`src/rtl/fetch_stage_if.sv`:
```
// Instruction-memory request/response channel between the fetch stage
// (master) and the instruction memory (slave). One request is outstanding
// at a time; the response may arrive in the request cycle or any later one.
interface fetch_stage_if #(
    parameter int XLEN = 32
);
    logic            imem_req;
    logic [XLEN-1:0] imem_addr;
    logic [31:0]     imem_rdata;
    logic            imem_valid;

    modport master (
        output imem_req,
        output imem_addr,
        input  imem_rdata,
        input  imem_valid
    );

    modport slave (
        input  imem_req,
        input  imem_addr,
        output imem_rdata,
        output imem_valid
    );
endinterface

```
`src/rtl/fetch_stage.sv`:
```
// Instruction fetch stage with IF/ID pipeline register. Holds the PC, issues
// single-outstanding requests to a variable-latency instruction memory,
// redirects on branch/jal/jalr from the control unit, discards wrong-path
// responses and parks a response in a skid buffer while decode is stalled.
module fetch_stage #(
    parameter int          XLEN      = 32,
    parameter logic [31:0] RESET_PC  = 32'h0000_0000,
    parameter logic [31:0] NOP_INSTR = 32'h0000_0013
) (
    input  logic              clk,
    input  logic              rst_n,
    input  logic [1:0]        pc_src,
    input  logic [XLEN-1:0]   branch_target,
    input  logic [XLEN-1:0]   jalr_target,
    input  logic              stall,
    fetch_stage_if.master     imem,
    output logic              if_id_valid,
    output logic [31:0]       if_id_instr,
    output logic [XLEN-1:0]   if_id_pc,
    output logic [XLEN-1:0]   if_id_pc_plus4,
    output logic [6:0]        opcode
);

    typedef enum logic [1:0] {
        ST_WAIT  = 2'd0,
        ST_DRAIN = 2'd1,
        ST_HELD  = 2'd2
    } state_t;

    localparam logic [XLEN-1:0] PC_STEP  = XLEN'(4);
    localparam logic [XLEN-1:0] PC_RESET = XLEN'(RESET_PC);

    state_t          state_q, state_d;
    logic [XLEN-1:0] pc_q, pc_d;
    logic            if_id_valid_q, if_id_valid_d;
    logic [31:0]     if_id_instr_q, if_id_instr_d;
    logic [XLEN-1:0] if_id_pc_q, if_id_pc_d;
    logic [XLEN-1:0] if_id_pc_plus4_q, if_id_pc_plus4_d;
    logic [31:0]     skid_instr_q, skid_instr_d;
    logic [XLEN-1:0] skid_pc_q, skid_pc_d;

    logic            redirect;
    logic [XLEN-1:0] redirect_target;
    logic [XLEN-1:0] pc_plus4;

    // Redirect decode: only a real instruction in IF/ID may steer the PC;
    // jalr targets have bit 0 cleared, pc_src=3 behaves as sequential.
    always_comb begin
        redirect        = if_id_valid_q && ((pc_src == 2'd1) || (pc_src == 2'd2));
        redirect_target = (pc_src == 2'd2) ? {jalr_target[XLEN-1:1], 1'b0} : branch_target;
        pc_plus4        = pc_q + PC_STEP;
    end

    // Fetch FSM next-state and IF/ID/skid update; redirect beats stall.
    always_comb begin
        state_d          = state_q;
        pc_d             = pc_q;
        if_id_valid_d    = if_id_valid_q;
        if_id_instr_d    = if_id_instr_q;
        if_id_pc_d       = if_id_pc_q;
        if_id_pc_plus4_d = if_id_pc_plus4_q;
        skid_instr_d     = skid_instr_q;
        skid_pc_d        = skid_pc_q;

        unique case (state_q)
            ST_WAIT: begin
                if (redirect) begin
                    pc_d          = redirect_target;
                    if_id_valid_d = 1'b0;
                    state_d       = imem.imem_valid ? ST_WAIT : ST_DRAIN;
                end else if (imem.imem_valid) begin
                    pc_d = pc_plus4;
                    if (stall) begin
                        skid_instr_d = imem.imem_rdata;
                        skid_pc_d    = pc_q;
                        state_d      = ST_HELD;
                    end else begin
                        if_id_instr_d    = imem.imem_rdata;
                        if_id_pc_d       = pc_q;
                        if_id_pc_plus4_d = pc_plus4;
                        if_id_valid_d    = 1'b1;
                    end
                end else if (!stall) begin
                    if_id_valid_d = 1'b0;
                end
            end

            ST_DRAIN: begin
                if_id_valid_d = 1'b0;
                if (redirect) begin
                    pc_d = redirect_target;
                end
                if (imem.imem_valid) begin
                    state_d = ST_WAIT;
                end
            end

            ST_HELD: begin
                if (redirect) begin
                    pc_d          = redirect_target;
                    if_id_valid_d = 1'b0;
                    state_d       = ST_WAIT;
                end else if (!stall) begin
                    if_id_instr_d    = skid_instr_q;
                    if_id_pc_d       = skid_pc_q;
                    if_id_pc_plus4_d = skid_pc_q + PC_STEP;
                    if_id_valid_d    = 1'b1;
                    state_d          = ST_WAIT;
                end
            end

            default: begin
                state_d = ST_WAIT;
            end
        endcase
    end

    // State, PC, IF/ID and skid registers with asynchronous active-low reset.
    always_ff @(posedge clk or negedge rst_n) begin
        if (!rst_n) begin
            state_q          <= ST_WAIT;
            pc_q             <= PC_RESET;
            if_id_valid_q    <= 1'b0;
            if_id_instr_q    <= NOP_INSTR;
            if_id_pc_q       <= '0;
            if_id_pc_plus4_q <= PC_STEP;
            skid_instr_q     <= NOP_INSTR;
            skid_pc_q        <= '0;
        end else begin
            state_q          <= state_d;
            pc_q             <= pc_d;
            if_id_valid_q    <= if_id_valid_d;
            if_id_instr_q    <= if_id_instr_d;
            if_id_pc_q       <= if_id_pc_d;
            if_id_pc_plus4_q <= if_id_pc_plus4_d;
            skid_instr_q     <= skid_instr_d;
            skid_pc_q        <= skid_pc_d;
        end
    end

    // Outputs: request only in WAIT and never during reset; an invalid
    // IF/ID always presents the NOP so control never decodes opcode 0.
    always_comb begin
        imem.imem_req  = rst_n && (state_q == ST_WAIT);
        imem.imem_addr = pc_q;
        if_id_valid    = if_id_valid_q;
        if_id_instr    = if_id_valid_q ? if_id_instr_q : NOP_INSTR;
        if_id_pc       = if_id_pc_q;
        if_id_pc_plus4 = if_id_pc_plus4_q;
        opcode         = if_id_instr[6:0];
    end

endmodule

```
`src/flat_wrapper.sv`:
```
// flat-port wrapper written by rule: the top's interface ports become plain ports
module fetch_stage_flat 
#(
    parameter int          XLEN      = 32,
    parameter logic [31:0] RESET_PC  = 32'h0000_0000,
    parameter logic [31:0] NOP_INSTR = 32'h0000_0013
)
  (clk, rst_n, pc_src, branch_target, jalr_target, stall, if_id_valid, if_id_instr, if_id_pc, if_id_pc_plus4, opcode, imem_imem_req, imem_imem_addr, imem_imem_rdata, imem_imem_valid);
  fetch_stage_if #(.XLEN(XLEN)) imem_i ();
  input  logic clk;
  input  logic rst_n;
  input  logic [1:0] pc_src;
  input  logic [XLEN-1:0] branch_target;
  input  logic [XLEN-1:0] jalr_target;
  input  logic stall;
  output logic if_id_valid;
  output logic [31:0] if_id_instr;
  output logic [XLEN-1:0] if_id_pc;
  output logic [XLEN-1:0] if_id_pc_plus4;
  output logic [6:0] opcode;
  output wire logic [$bits(imem_i.imem_req)-1:0] imem_imem_req;
  output wire logic [$bits(imem_i.imem_addr)-1:0] imem_imem_addr;
  input wire logic [$bits(imem_i.imem_rdata)-1:0] imem_imem_rdata;
  input wire logic [$bits(imem_i.imem_valid)-1:0] imem_imem_valid;
  assign imem_imem_req = imem_i.imem_req;
  assign imem_imem_addr = imem_i.imem_addr;
  assign imem_i.imem_rdata = imem_imem_rdata;
  assign imem_i.imem_valid = imem_imem_valid;
  fetch_stage #(.XLEN(XLEN), .RESET_PC(RESET_PC), .NOP_INSTR(NOP_INSTR)) u_core (.clk(clk), .rst_n(rst_n), .pc_src(pc_src), .branch_target(branch_target), .jalr_target(jalr_target), .stall(stall), .imem(imem_i), .if_id_valid(if_id_valid), .if_id_instr(if_id_instr), .if_id_pc(if_id_pc), .if_id_pc_plus4(if_id_pc_plus4), .opcode(opcode));
endmodule
```
`config.mk`:
```
export PLATFORM = sky130hd
export DESIGN_NAME = fetch_stage_flat
export DESIGN_NICKNAME = d
export VERILOG_FILES = /design/src/rtl/fetch_stage_if.sv /design/src/rtl/fetch_stage.sv /design/src/flat_wrapper.sv
export SDC_FILE = /design/constraint.sdc
export NUM_CORES = 1
export LEC_CHECK = 0
export ABC_AREA = 1
export CAP_MARGIN = 20
export CORE_ASPECT_RATIO = 2
export CORE_MARGIN = 5
export CORE_UTILIZATION = 40
export CTS_CLUSTER_DIAMETER = 60
export DETAILED_ROUTE_END_ITERATION = 10
export PLACE_DENSITY = 0.63
export SLEW_MARGIN = 15
export SYNTH_ARGS = -nofsm -noshare
export SYNTH_HDL_FRONTEND = slang
export SYNTH_SLANG_ARGS = --single-unit
```
`constraint.sdc`:
```
create_clock -name clk -period 3.4 [get_ports clk]
set_input_delay 0.34 -clock clk [delete_from_list [all_inputs] [get_ports clk]]
set_output_delay 0.34 -clock clk [all_outputs]
set_load 0.01 [all_outputs]
```
==> impl_metrics.csv <==
group,metric,value,unit
pwr,switching_share,0.453,
detailed_routing,routed_wl,39.0,mm
setup_path,worst_setup_path_start_kind,"flop",
timing,final_hold_viol_count,0,
final_layout,diodes,0,
die,dieHeight,241,µm
final_layout,layout_commonest_cell,"nand2_1",
detailed_routing,first_iter_violations,799,
die,placementRows,84,
yosys,syn-mean-instance-area,7.30,µm²
global_routing,gr-total-overflow,0,
setup_path,crit_start,"u_core.imem.imem_addr[2]",
worst_hold_path,hp-class,"in2async",
cts,path_clk_slew,0.08,ns
setup_path,r2r-start,"u_core.imem.imem_addr[2]",
pwr,finalPower,13.5,mW
yosys,synth_warnings,0,
global_routing,antenna_found_initial,0,
pwr,clkPwrFrac,0.145,
cts,clock_latency,0.46,ns
cts,cts.sinks,193,
place,numPortBuffers,237,
yosys,synth_cell_types,37,
place,place_hpwl,29.3,mm
cts,cts_tree,"yes",
run_status,status,"finished, final reports clean",
final_layout,postLayoutCellArea,13800,µm²
timing,worstMarginPinSlew,1.01,ns
global_routing,grt_pass1_vias,10298,
detailed_routing,viasPerCell,5.22,
detailed_routing,drc,0,
timing,slew_headroom,0.328,
setup_path,end_kind,"flop",
die,initial_core_util,0.405,
detailed_routing,drtPass1Iterations,5,
yosys,syn_area,10700,µm²
yosys,synth-async-reset-ratio,1.00,
cts,numCtsBuffers,17,
global_routing,grt_usage,0.258,
die,io_pins,239,
yosys,seq_area_frac_synth,0.453,
timing,fin_skew,0.0116,ns
global_routing,grt_start_max_net_pins,90,
timing,report.final.slew_viol_count,0,
final_layout,final_util,0.524,
pwr,power_switching,6.12,mW
yosys,synth_cells,1464,
place,place_area,13300,µm²
final_layout,final_nets,1764,
cts,cts-root-buf,"clkbuf_16",
die,core,26400,µm²
timing,tns,0,ns
timing,setup_viol,0,
timing,fin_crit_sh,0.732,
setup_path,critPathMaxFanout,5,
place,place_congestion,0.986,
yosys,postSynthNetCount,1573,
detailed_routing,avgRoutedWirePerCell,19.4,µm
pwr,p_per_area,977,nW/µm²
yosys,synth_ff_type,"dfrtp_1",
final_layout,layoutNonFillerInstCount,2012,
setup_path,crit_top_cell,"nand2_1",
yosys,synth_edf_count,0,
detailed_routing,num_vias,10504,
setup_path,crit_type,"reg2reg",
timing,rsz0062_at_grt,"no",
pwr,p_comb_frac,0.506,
job,cap_violations,0,
cts,cts-resized-gates,0,
setup_path,critPathRequiredTime,3.74,ns
setup_path,worstPathCellList,"ha_1 -> nand3_2 -> nor2_1 -> nand2_1 -> xor2_1 -> nand2_1 -> nand3_1 -> nand2_1",
cts,cts_buffer_depth,2,
die,die_x,126,µm
yosys,ys_ff_latch,193,
pwr,power.leakage,6.15,nW
pwr,intPower,7.39,mW
cts,htreeDepth,4,
pwr,p_seq_frac,0.349,
final_layout,area_delta_synth_final,29.3,%
detailed_routing,antenna_left,0,
setup_path,critPathArrivalTime,2.83,ns
pwr,max-vdd-ir-drop,0.455,mV
final_layout,final_cell_mix,"nand2_1 (521), clkdlybuf4s50_1 (236), dfrtp_1 (186)",
timing,fmax,402,MHz
global_routing,grt_first_pass_wirelength,59.3,mm
die,die_area,30300,µm²
place,dp_cells,1979,
timing,period_needed,2.49,ns
final_layout,drive_gt1_frac,0.0600,
setup_path,critPathMaxStageDelay,0.50,ns
setup_path,cp_slowest_cell,"dfrtp_1",
==> flip-flops by register name (all words and copies together), names as in the netlist <==
signal,cells
u_core.if_id_instr_q,32
u_core.if_id_pc,30
u_core.if_id_pc_plus4,32
u_core.if_id_valid,1
u_core.imem.imem_addr,32
u_core.skid_instr_q,32
u_core.skid_pc_q,32
u_core.state_q,2
==> power by group through the flow <==
stage / combinational, mW / sequential, mW / clock (mW)
2_1_floorplan: 3.69 / 4.49 / 0
3_3_place_gp: 6.77 / 4.70 / 0
3_5_place_dp: 6.87 / 4.73 / 0
4_1_cts: 6.90 / 4.70 / 2.01
5_1_grt: 7.53 / 4.83 / 2.09
6_report: 6.83 / 4.71 / 1.96
==> logic make-up (layout without fill, tap and decap cells) <==
family	after synthesis	after routing	synth area share
adders and majority gates	7	7	0.00819
buffers and inverters	192	396	0.0783
xor gates and xnor gates	17	17	0.0139
AOI/OAI and AO/OA	175	175	0.0940
DFF	193	193	0.453
and+or+nand+nor	851	851	0.322
muxes	29	29	0.0306
==> Yosys cell counts, types with 8 or more instances <==
master,n,area (µm²)
nand2_1,521,1960
dfrtp_1,186,4650
nor2_1,174,653
nand3_1,138,691
inv_1,102,383
o21ai_0,80,400
a31oi_1,63,394
clkbuf_1,44,165
mux2_2,29,327
buf_2,19,95.1
buf_4,16,120
xor2_1,12,105
o211ai_1,11,82.6
a21oi_1,8,40.0
==> final timing paths <==
check                           slack [ns]                         to  cells past startpoint
worst max-delay path                  0.91  u_core.if_id_pc_plus4[12]                      8
min in group clk                      0.44     u_core.skid_instr_q[0]                      3
max in group asynchronous             1.75        u_core.if_id_pc[25]                      3
worst min register to register        0.47   u_core.if_id_pc_plus4[2]                      2
worst min-delay path                  0.37       u_core.skid_pc_q[28]                      2
worst max register to register        0.91  u_core.if_id_pc_plus4[12]                      8
==> timing repair <==
item / in CTS / in global routing
setup buffers: 0 / 0
endpoints found under the hold margin: 28 / 0
hold buffers: 1 / 0
==> stage by stage <==
stage | hold WS (ns) | worst slack [ns]
5_1_grt | 0.369 | 0.824
3_5_place_dp | 0.265 | 0.659
4_1_cts | 0.352 | 0.985
3_3_place_gp | 0.265 | 0.698
6_report | 0.369 | 0.911
2_1_floorplan | 0.0444 | 1.70
==> area by class of cell <==
| type | count | area, µm² |
|---|---|---|
| Sequential cell | 193 | 4840 |
| Fill cell | 2619 | 12600 |
| Clock inverter | 9 | 83.8 |
| Clock buffer | 23 | 468 |
| Tap cell | 344 | 430 |
| Multi-Input combinational cell | 1079 | 5020 |
| Timing Repair Buffer | 257 | 2580 |
| Inverter | 107 | 402 |
==> critical path: cells and delay by family (launching register included) <==
family | cells | cell delay [ns]
AND/OR/NAND/NOR | 6 | 1.09
flip-flops | 1 | 0.50
XOR/XNOR | 1 | 0.42
adder cells (fa/ha/maj) | 1 | 0.36
==> routing by layer <==
layer,track usage,vias to the layer above,part of all wire
met2,0.468,358,0.53
li1,-,5078,-
met4,0.211,0,0.090
met5,0,-,0
met3,0.0390,131,0.042
met1,0.258,4937,0.34
Power figures use the tool's default switching activity.
